[config.mk]
export PLATFORM = sky130hd
export DESIGN_NAME = l1_dcache
export DESIGN_NICKNAME = d
export VERILOG_FILES = /design/src/rtl/l1_dcache.sv
export SDC_FILE = /design/constraint.sdc
export NUM_CORES = 1
export LEC_CHECK = 0
export ABC_CLOCK_PERIOD_IN_PS = 5800
export CAP_MARGIN = 0
export CORE_ASPECT_RATIO = 1.75
export CORE_UTILIZATION = 44
export CTS_CLUSTER_SIZE = 12
export DETAILED_ROUTE_END_ITERATION = 12
export REMOVE_ABC_BUFFERS = 1
export SETUP_SLACK_MARGIN = 0.05
export SKIP_CTS_REPAIR_TIMING = 1
export SYNTH_ARGS = -nofsm -noshare
export SYNTH_HDL_FRONTEND = slang
export SYNTH_SLANG_ARGS = --single-unit
export TNS_END_PERCENT = 20
[constraint.sdc]
create_clock -name clk -period 5.8 [get_ports clk]
set_input_delay 1.45 -clock clk [delete_from_list [all_inputs] [get_ports clk]]
set_output_delay 1.45 -clock clk [all_outputs]
set_load 0.01 [all_outputs]
[src/rtl/l1_dcache.sv]
// Direct-mapped, write-back, write-allocate L1 data cache for the LC-3b memory stage.
// Eight 128-bit lines with 9-bit tags; whole-line fill/evict over a request/response pmem port.
module l1_dcache (
  input  logic         clk,
  input  logic         rst_n,
  input  logic [15:0]  mem_address,
  input  logic         mem_read,
  input  logic         mem_write,
  input  logic [1:0]   mem_byte_enable,
  input  logic [15:0]  mem_wdata,
  output logic [15:0]  mem_rdata,
  output logic         mem_resp,
  output logic [15:0]  pmem_address,
  output logic         pmem_read,
  output logic         pmem_write,
  output logic [127:0] pmem_wdata,
  input  logic [127:0] pmem_rdata,
  input  logic         pmem_resp
);

  localparam int unsigned TAG_W   = 9;
  localparam int unsigned INDEX_W = 3;
  localparam int unsigned LINE_W  = 128;
  localparam int unsigned LINES   = 8;

  typedef logic [TAG_W-1:0]   lc3b_c_tag;
  typedef logic [INDEX_W-1:0] lc3b_c_index;
  typedef logic [LINE_W-1:0]  lc3b_line;

  typedef enum logic [1:0] {
    ST_IDLE      = 2'd0,
    ST_WRITEBACK = 2'd1,
    ST_ALLOCATE  = 2'd2
  } state_e;

  state_e state, state_next;

  logic [LINES-1:0] valid;
  logic [LINES-1:0] dirty;
  lc3b_c_tag        tag_arr  [LINES];
  lc3b_line         data_arr [LINES];

  lc3b_c_tag   addr_tag;
  lc3b_c_index index;
  logic [2:0]  word;
  logic [6:0]  bit_base;
  logic        addr_unused;
  logic        request;
  logic        hit;
  logic        do_write;
  logic        do_fill;
  logic        clr_dirty;
  lc3b_line    line_cur;
  lc3b_line    line_wr;

  assign addr_tag    = mem_address[15:7];
  assign index       = mem_address[6:4];
  assign word        = mem_address[3:1];
  assign bit_base    = {word, 4'b0000};
  assign addr_unused = mem_address[0];
  assign request     = mem_read | mem_write;
  assign line_cur    = data_arr[index];
  assign hit         = valid[index] & (tag_arr[index] == addr_tag);

  assign mem_rdata  = line_cur[bit_base +: 16];
  assign pmem_wdata = line_cur;

  // Byte-merge of CPU write data into the addressed word of the current line.
  always_comb begin
    line_wr = line_cur;
    if (mem_byte_enable[0]) line_wr[bit_base +: 8]                = mem_wdata[7:0];
    if (mem_byte_enable[1]) line_wr[7'(bit_base + 7'd8) +: 8]     = mem_wdata[15:8];
  end

  always_ff @(posedge clk or negedge rst_n) begin
    if (!rst_n) state <= ST_IDLE;
    else        state <= state_next;
  end

  always_comb begin
    state_next   = state;
    mem_resp     = 1'b0;
    pmem_read    = 1'b0;
    pmem_write   = 1'b0;
    pmem_address = {addr_tag, index, 4'b0000};
    do_write     = 1'b0;
    do_fill      = 1'b0;
    clr_dirty    = 1'b0;
    unique case (state)
      ST_IDLE: begin
        if (request) begin
          if (hit) begin
            mem_resp = 1'b1;
            do_write = mem_write;
          end else if (valid[index] && dirty[index]) begin
            state_next = ST_WRITEBACK;
          end else begin
            state_next = ST_ALLOCATE;
          end
        end
      end
      ST_WRITEBACK: begin
        pmem_write   = 1'b1;
        pmem_address = {tag_arr[index], index, 4'b0000};
        if (pmem_resp) begin
          clr_dirty  = 1'b1;
          state_next = ST_ALLOCATE;
        end
      end
      ST_ALLOCATE: begin
        pmem_read = 1'b1;
        if (pmem_resp) begin
          do_fill    = 1'b1;
          state_next = ST_IDLE;
        end
      end
      default: state_next = ST_IDLE;
    endcase
  end

  // Line status bits are the only array state cleared by reset.
  always_ff @(posedge clk or negedge rst_n) begin
    if (!rst_n) begin
      valid <= '0;
      dirty <= '0;
    end else begin
      if (do_fill) begin
        valid[index] <= 1'b1;
        dirty[index] <= 1'b0;
      end
      if (clr_dirty) dirty[index] <= 1'b0;
      if (do_write)  dirty[index] <= 1'b1;
    end
  end

  always_ff @(posedge clk) begin
    if (do_fill) begin
      data_arr[index] <= pmem_rdata;
      tag_arr[index]  <= addr_tag;
    end else if (do_write) begin
      data_arr[index] <= line_wr;
    end
  end

endmodule
## After elaboration in Yosys (flattened, before gate mapping)

Memories as Yosys holds them, arrays and structs flattened.
Index checks and enable logic that the tools add are counted.

| storage, ports and cells | value |
|---|---|
| register bits | 18 |
| RAM bits | 1096 |
| input port bits | 167 |
| output and inout port bits | 163 |
| word-level logic and storage cells | 71 |
| memories kept | 2 |

Memory list:

| name | words | bits a word | read ports | clocked after Yosys merged registers in | wr ports | RTL line | text |
|---|---|---|---|---|---|---|---|
| data_arr | 8 | 128 | 1 | 0 | 1 | 41 | `lc3b_line data_arr [LINES];` |
| tag_arr | 8 | 9 | 1 | 0 | 1 | 40 | `lc3b_c_tag tag_arr [LINES];` |

| cells by class | value |
|---|---|
| add/subtract/negate cells | 3 |
| order comparisons | 2 |
| equality and inequality tests | 7 |
| shift-type cells | 5 |
| muxes and demuxes | 37 |
| bitwise logic cells | 8 |
| reductions and logical operators | 4 |

Operator list:

| operator | count |
|---|---|
| two-way mux 128 bit | 3 |
| bitwise mux 128 bit | 2 |
| variable shift 8 x 9 -> 128 bit (first input constant) | 2 |
| variable part select 8 x 9 -> 128 bit | 2 |
| variable part select 128 x 8 -> 16 bit | 1 |
| two-way mux 8 bit | 3 |
| two-way mux 1 bit | 19 |
| negation 7 -> 9 bit | 2 |
| bitwise AND 8 bit | 2 |
| two-way mux 16 bit | 1 |
| OR 8 bit | 2 |
| two-way mux 2 bit | 5 |
| == test 9 bit | 1 |
| inequality test 2 bit (second input constant) | 4 |
| inverter 8 bit | 1 |
| adder 7 x 4 -> 7 bit (second input constant) | 1 |
| binary-select mux 1 bit (select 3 bit) | 2 |
| one-hot mux 2 bit (3 select lines) | 1 |
| less-than comparator 3 x 4 -> 1 bit (second input constant) | 1 |
| AND reduction 4 bit | 1 |
| demux 1 bit (select 3 bit) | 1 |
| >= comparator 3 x 1 -> 1 bit (second input constant) | 1 |
| == test 2 x 1 -> 1 bit (second input constant) | 1 |
| == test 2 bit (second input constant) | 1 |
| 4 further kinds | 6 |

## Depth between registers and ports, before layout

Gate-level depths: netlist (run 1).

| depth | value |
|---|---|
| word-level depth | 11 |
| depth in mapped cells | 13 |
| mapped depth without buffers | 9 |

## Worst setup path before layout (run 1)

OpenSTA, ideal clock, no wires.

| path | value |
|---|---|
| kind | input port to flip-flop |
| start | input mem_address[4] |
| end | memory data_arr[0][0] in the netlist's numbering (enable) |
| library setup time | 0.532 ns |
| arrival time | 7.113 ns |
| required time | 5.268 ns |
| setup slack | -1.845 ns |
| cell stages on the path | 10 |
| path buffers | 4 |
| cells stage by stage | buf_6 nand2b_1 buf_2 o32ai_1 or4_1 a211o_1 or4_1 buf_6 buf_12 a21oi_2 |

| between the ends | value |
|---|---|
| word-level cells in the longest chain between the ends | 10 |
| elaborated cells between the ends (all ways) | 12 |
| classes of those cells | eq/ne: 1; mux: 8; bitwise: 2; memory: 1 |

Ends and longest elaborated chain:

| what | RTL line | text |
|---|---|---|
| start: declaration | 6 | `input logic [15:0] mem_address,` |
| memory read (8 x 9 bit) / binary-select mux 1 bit (select 3 bit) (equally long branches) | - |  |
| == test 9 bit / two-way mux 1 bit (equally long branches) | 63 | `assign hit = valid[index] & (tag_arr[index] == addr_tag);` |
| bitwise AND 1 bit | 63 |  |
| two-way mux 1 bit | 92 | `if (hit) begin` |
| two-way mux 1 bit | 91 | `if (request) begin` |
| two-way mux 1 bit | 89 | `unique case (state)` |
| two-way mux 1 bit | 140 | `end else if (do_write) begin` |
| two-way mux 1 bit | 137 | `if (do_fill) begin` |
| two-way mux 1 bit (implied by the code) | 141 | `data_arr[index] <= line_wr;` |
| OR 1 bit (no source line) | - |  |
| end: declaration | 41 |  |

Parallel ways exist; a longest one is shown, timed or not. The select of a mux whose other input is x is not followed.

## Worst setup path after layout (run 1)

| path | value |
|---|---|
| start | input mem_address[4] |
| end | output mem_rdata[0] |

| between the ends | value |
|---|---|
| word-level cells in the longest chain between the ends | 2 |

Ends and longest elaborated chain:

| what | RTL line | text |
|---|---|---|
| memory read (8 x 128 bit) | - |  |
| variable part select 128 x 8 -> 16 bit | 65 | `assign mem_rdata = line_cur[bit_base +: 16];` |
| end: declaration | 11 | `output logic [15:0] mem_rdata,` |

No other way between the ends.

==> flow_metrics.py, run 1 <==
metrics = {
    "status": {
        "status": "finished clean",
    },
    "setup_path": {
        "cp_num_cells": 12,
        "slowest_stage": "clkdlybuf4s50_1",
        "crit_type": "in -> out",
        "path_cells": "buf_12, buf_16, buf_4, nor2b_4, buf_4, buf_4, a22oi_1, o221ai_1, nor2_1, nor2_1, mux4_2, clkdlybuf4s50_1",
        "critPathTopFamily": "buffers and inverters",
        "start_kind": "input port",
        "reg2regPathDepth": 9,
        "critPathBufInv": 6,
        "timing.critical_path.required_ns": 4.35,
        "worstSetupEndpointType": "output pin",
        "critPathMaxStageDelay_ns": 0.57,
        "critPathMaxFanout": 18,
        "cpMostUsedCell": "buf_4",
        "arrival_ns": 4.30,
    },
    "cells_and_area": {
        "multi_input_area_mm2": 0.0126,
        "fin_nets": 3591,
        "final_cells": 4814,
        "seq_area_mm2": 0.0334,
        "nFillCells": 8428,
        "drive_gt1_share_pct": 22.8,
        "postLayoutCoreUtil_pct": 54.6,
        "area_growth_pct": 23.1,
    },
    "cts": {
        "cts_tree": "done",
        "cts_buffer_depth": 3,
        "numCtsBuffers": 104,
        "cts_sinks": 1114,
        "root_buffer": "clkbuf_16",
        "clk_latency_ns": 0.71,
        "path_clk_slew_ns": 0.06,
        "htree_levels": 3,
    },
    "route": {
        "wire_per_inst_um": 32.4,
        "drc_errors": 0,
        "drtIter0Drc": 3041,
        "viasPerCell": 6.14,
        "vias": 29600,
        "drt-total-wl_mm": 156,
        "drtPass1Iterations": 6,
        "postRouteAntennaNets": 0,
    },
    "yosys": {
        "synth-seq-cells": 1114,
        "synth_area_leader_cell": "edfxtp_1",
        "ys_async_sr_fraction_pct": 1.62,
        "yosys_warnings": 0,
        "ys_top_cells_by_count": "edfxtp_1 (1,096), nand2_1 (255), mux2i_1 (150)",
        "synth_seq_area_share_pct": 71.0,
        "yosysMostFrequentCell": "edfxtp_1",
        "synthCells": 2787,
        "synth_top_area_share_pct": 70.0,
        "netlist_area_mm2": 0.0470,
        "synth_area_leaders": "edfxtp_1 (70%), mux4_2 (6.9%), mux2i_1 (3.2%)",
        "synth-main-ff-cell": "edfxtp_1",
        "synth_edf_count": 1096,
        "yosysUniqueCellTypes": 70,
        "postSynthAreaPerCell_um2": 16.9,
    },
    "sta": {
        "fmax_ghz": 0.174,
        "tightest_slew_ns": 1.29,
        "setup_viol": 0,
        "post-route-period-util_pct": 99.2,
        "rsz0062_at_grt": "yes",
        "relSlewSlack_pct": 14.0,
        "fin_skew_ns": 0.0216,
        "hold_viol": 0,
        "finalCriticalPeriod_ns": 5.75,
        "slew_viol_final": 0,
    },
    "global_routing": {
        "grt-ovfl-total": 0,
        "grt_max_degree": 48,
        "grtUsageTotal_pct": 29.0,
        "grt_pass1_wl_mm": 221,
        "grt_pass1_vias": 30400,
        "antenna_found_initial": 4,
    },
    "hold_path": {
        "hp-class": "reg -> reg",
        "hold_depth": 1,
    },
    "floorplan": {
        "die-width_um": 249,
        "initial_core_util_pct": 44.3,
        "core-area_mm2": 0.106,
        "die_h_um": 434,
        "rows": 158,
        "pin_count": 330,
        "dieArea_mm2": 0.108,
    },
    "power": {
        "power.leakage_nw": 19.8,
        "total_power_mw": 17.4,
        "p_per_area_mw_per_mm2": 300,
        "p_clk_share_pct": 35.5,
        "p_switching_mw": 4.10,
        "swShare_pct": 23.6,
        "combPwrFrac_pct": 12.2,
        "seqPwrFrac_pct": 52.3,
        "p_int_mw": 13.3,
        "vdd.ir_drop.worst_mv": 0.235,
    },
    "place": {
        "port_buffers": 324,
        "dp.cells": 4664,
        "gp_congestion": 0.879,
        "hpwl_mm": 104,
    },
    "job": {
        "maxCapViolCount": 0,
    },
}
[sequential cells by signal (all words and copies together), names as in the netlist]
name and flops:
valid 8, data_arr 1024, dirty 8, tag_arr 72, state 2
[cell families (layout without fill, tap and decap cells)]
logic type,after synthesis,in the layout,share of synthesized area [%]
AO/OA/AOI/OAI,525,525,7.83
XOR/XNOR,3,3,0.0559
adder cells (fa/ha/maj),6,6,0.160
buffers and inverters,257,917,2.81
flip-flops,1114,1114,71.0
multiplexers,475,475,14.5
other,1,7,0.00798
AND/OR/NAND/NOR,406,407,3.68
[per-layer routing]
| layer | global-route usage, % | vias up | part of all wire [%] |
|---|---|---|---|
| met5 | 0 | - | 0.017 |
| met4 | 15.5 | 4 | 5.4 |
| met3 | 4.64 | 325 | 7.7 |
| met2 | 49.9 | 1550 | 50 |
| met1 | 35.0 | 15300 | 37 |
| li1 | - | 12400 | - |
[metrics by stage]
| stage | hold WS [ns] | TNS [ns] | setup slack, ns | instance area [um^2] |
|---|---|---|---|---|
| after detailed placement | 0.455 | -0.884 | -0.191 | 54700 |
| after global placement | 0.451 | -0.760 | -0.176 | 54700 |
| after floorplan | 0.439 | -8427.28 | -6.76 | 45900 |
| after global routing | 0.486 | 0 | 0.0274 | 57800 |
| final | 0.470 | 0 | 0.0490 | 57800 |
| after CTS | 0.469 | -1.16 | -0.211 | 57600 |
[placed cells by master (no fill, tap or decap), types with 62 or more instances in the layout]
cell             Yosys  routed
mux4_2             143     143
a21oi_1             94      93
buf_4               33     314
mux2i_1            150     149
o21ai_0             91      88
inv_1               63      62
mux2_1             108     108
nor2_1              75      71
a221oi_1            92      85
clkbuf_16            0     106
edfxtp_1          1096    1096
buf_12               1      67
mux2_2              72      72
nand2_1            255     254
clkdlybuf4s50_1      0     310
[power by group through the flow]
stage | sequential (mW) | clock [mW] | combinational, mW
4_1_cts | 9.09 | 6.23 | 2.09
6_report | 9.09 | 6.16 | 2.11
2_1_floorplan | 9.26 | 0 | 0.804
3_5_place_dp | 9.26 | 0 | 2.08
3_3_place_gp | 9.24 | 0 | 2.05
5_1_grt | 9.10 | 6.49 | 2.21
[cell type report]
cell class | count | share of cell area, %
well taps | 1360 | 2.94
inverters | 66 | 0.437
repair buffers | 712 | 12.2
clock inverters | 10 | 0.162
multi-input cells | 1420 | 21.8
diodes | 3 | 0.0130
flip-flops and latches | 1114 | 57.7
clock buffers | 129 | 4.77
[path summary, 6_finish.rpt]
| kind | startpoint | end | slack (ns) |
|---|---|---|---|
| setup / recovery | mem_address[4] | mem_rdata[0] | 0.05 |
| hold / removal | valid[0] | valid[0] | 0.47 |
| setup reg to reg | tag_arr[6][1] | data_arr[7][120] | 2.10 |
| hold reg to reg | valid[0] | valid[0] | 0.47 |
| max in group asynchronous | rst_n | dirty[1] | 4.01 |
| min in group asynchronous | rst_n | state[0] | 1.24 |
Power figures use the tool's default switching activity.
==> inputs of run 2 (changes only) <==
Settings changed: CORE_UTILIZATION 44 to 53, PLACE_DENSITY set to 0.76.
==> flow_metrics.py, run 2 (synthesized netlist as in run 1, its figures left out) <==
metrics = {
    "status": {
        "status": "finished with violations",
        "violations": "negative setup slack",
    },
    "place": {
        "port_buffers": 324,
        "placed_cell_area_mm2": 0.0536,
        "gp_congestion": 0.903,
        "dp.cells": 4382,
        "dp_slack_ns": -0.100,
        "hpwl_mm": 96.9,
    },
    "cts": {
        "root_buffer": "clkbuf_16",
        "path_clk_slew_ns": 0.06,
        "numCtsBuffers": 104,
        "cts_buffer_depth": 3,
        "htree_levels": 3,
        "cts_sinks": 1114,
        "cts_tree": "done",
        "clk_latency_ns": 0.71,
    },
    "sta": {
        "hold_viol": 0,
        "fmax_ghz": 0.172,
        "rsz0062_at_grt": "yes",
        "setup_slack_ns": -0.0246,
        "fin_tns_setup_ns": -0.0246,
        "tightest_slew_ns": 1.28,
        "slew_viol_final": 0,
        "finalCriticalPeriod_ns": 5.82,
        "hold_slack_ns": 0.475,
        "setup_viol": 1,
        "post-route-period-util_pct": 100,
        "fin_skew_ns": 0.0230,
        "relSlewSlack_pct": 14.6,
    },
    "cells_and_area": {
        "fin_nets": 3499,
        "design_area_mm2": 0.0566,
        "postLayoutCoreUtil_pct": 64.4,
        "final_cells": 4521,
        "final_cell_mix": "edfxtp_1 (1,096), clkdlybuf4s50_1 (317), nand2_1 (255), buf_4 (242), mux2i_1 (150)",
        "reg.largest.list": "data_arr (1024), tag_arr (72)",
        "regMostFlops": "data_arr",
        "area_growth_pct": 20.5,
        "drive_gt1_share_pct": 20.5,
        "final_common_cell": "edfxtp_1",
        "largest_reg_flops": 1024,
    },
    "global_routing": {
        "grt_pass1_vias": 30400,
        "grtUsageTotal_pct": 33.2,
        "grt_max_degree": 75,
        "grt_pass1_wl_mm": 209,
        "antenna_found_initial": 2,
        "grt-ovfl-total": 0,
    },
    "floorplan": {
        "dieArea_mm2": 0.0899,
        "core-area_mm2": 0.0879,
        "initial_core_util_pct": 53.4,
        "pin_count": 330,
        "rows": 144,
        "die_h_um": 396,
        "die-width_um": 227,
    },
    "route": {
        "vias": 30100,
        "drt-total-wl_mm": 149,
        "wire_per_inst_um": 32.9,
        "drtIter0Drc": 4391,
        "drc_errors": 0,
        "drtPass1Iterations": 6,
        "viasPerCell": 6.67,
        "postRouteAntennaNets": 0,
    },
    "job": {
        "maxCapViolCount": 0,
    },
    "setup_path": {
        "start_kind": "input port",
        "worstSetupEndpointType": "output pin",
        "crit_type": "in -> out",
        "critPathMaxFanout": 28,
        "cpMostUsedCell": "buf_4",
        "slowest_stage": "clkdlybuf4s50_1",
        "critPathMaxStageDelay_ns": 0.63,
        "timing.critical_path.required_ns": 4.35,
        "arrival_ns": 4.37,
        "path_cells": "buf_12, buf_4, nor2_4, buf_4, a22o_1, a221oi_1, mux4_2, mux2i_1, clkdlybuf4s50_1",
    },
    "hold_path": {
        "hp-class": "reg -> reg",
    },
    "power": {
        "p_per_area_mw_per_mm2": 303,
        "total_power_mw": 17.2,
        "vdd.ir_drop.worst_mv": 0.271,
        "power.leakage_nw": 19.2,
    },
}
==> run 2: cell count changes in the layout (fill, tap and decap cells not counted), moves of 3 or more <==
cell and change:
a221oi_1 +4, buf_6 -6, clkdlybuf4s50_1 +7, buf_12 -17, buf_4 -72, clkbuf_1 -3, a221oi_2 -4, buf_16 +3
dlymetal6s2s_1 -7
==> run 2: power by group <==
part	internal (mW)	switching, mW	total [mW]
combinational	0.866	1.17	2.04
sequential	9.04	0.0484	9.09
clock	3.26	2.76	6.03
total	13.2	3.98	17.2
==> run 2: worst paths after layout <==
kind | start | to | slack, ns | depth (start not counted)
setup / recovery | mem_address[6] | mem_rdata[1] | -0.02 | 9
hold / removal | valid[0] | valid[0] | 0.47 | 1
setup reg to reg | tag_arr[6][1] | data_arr[3][109] | 2.15 | 8
hold reg to reg | valid[0] | valid[0] | 0.47 | 1
max in group asynchronous | rst_n | dirty[4] | 4.01 | 1
min in group asynchronous | rst_n | valid[1] | 1.25 | 1
==> run 2: layout make-up <==
cell class,count,area [um^2]
fillers,6172,31300
flip-flops and latches,1114,33400
diodes,1,2.50
repair buffers,621,6200
well taps,1168,1460
multi-input cells,1419,12600
inverters,66,251
clock inverters,7,53.8
clock buffers,125,2730
==> run 2: per-layer routing <==
layer | up-vias | global-route usage [%] | routed length, um
li1 | 12200 | - | -
met1 | 15200 | 41.2 | 49700
met2 | 2288 | 53.1 | 71700
met3 | 507 | 6.82 | 16800
met4 | 2 | 21.1 | 10500
met5 | - | 0 | 12
==> run 2: critical path, delay by kind of cell <==
family / cells / cell delay, ns
buffers and inverters: 4 / 1.32
muxes: 2 / 0.81
and+or+nand+nor: 1 / 0.37
AOI/OAI and AO/OA: 2 / 0.35
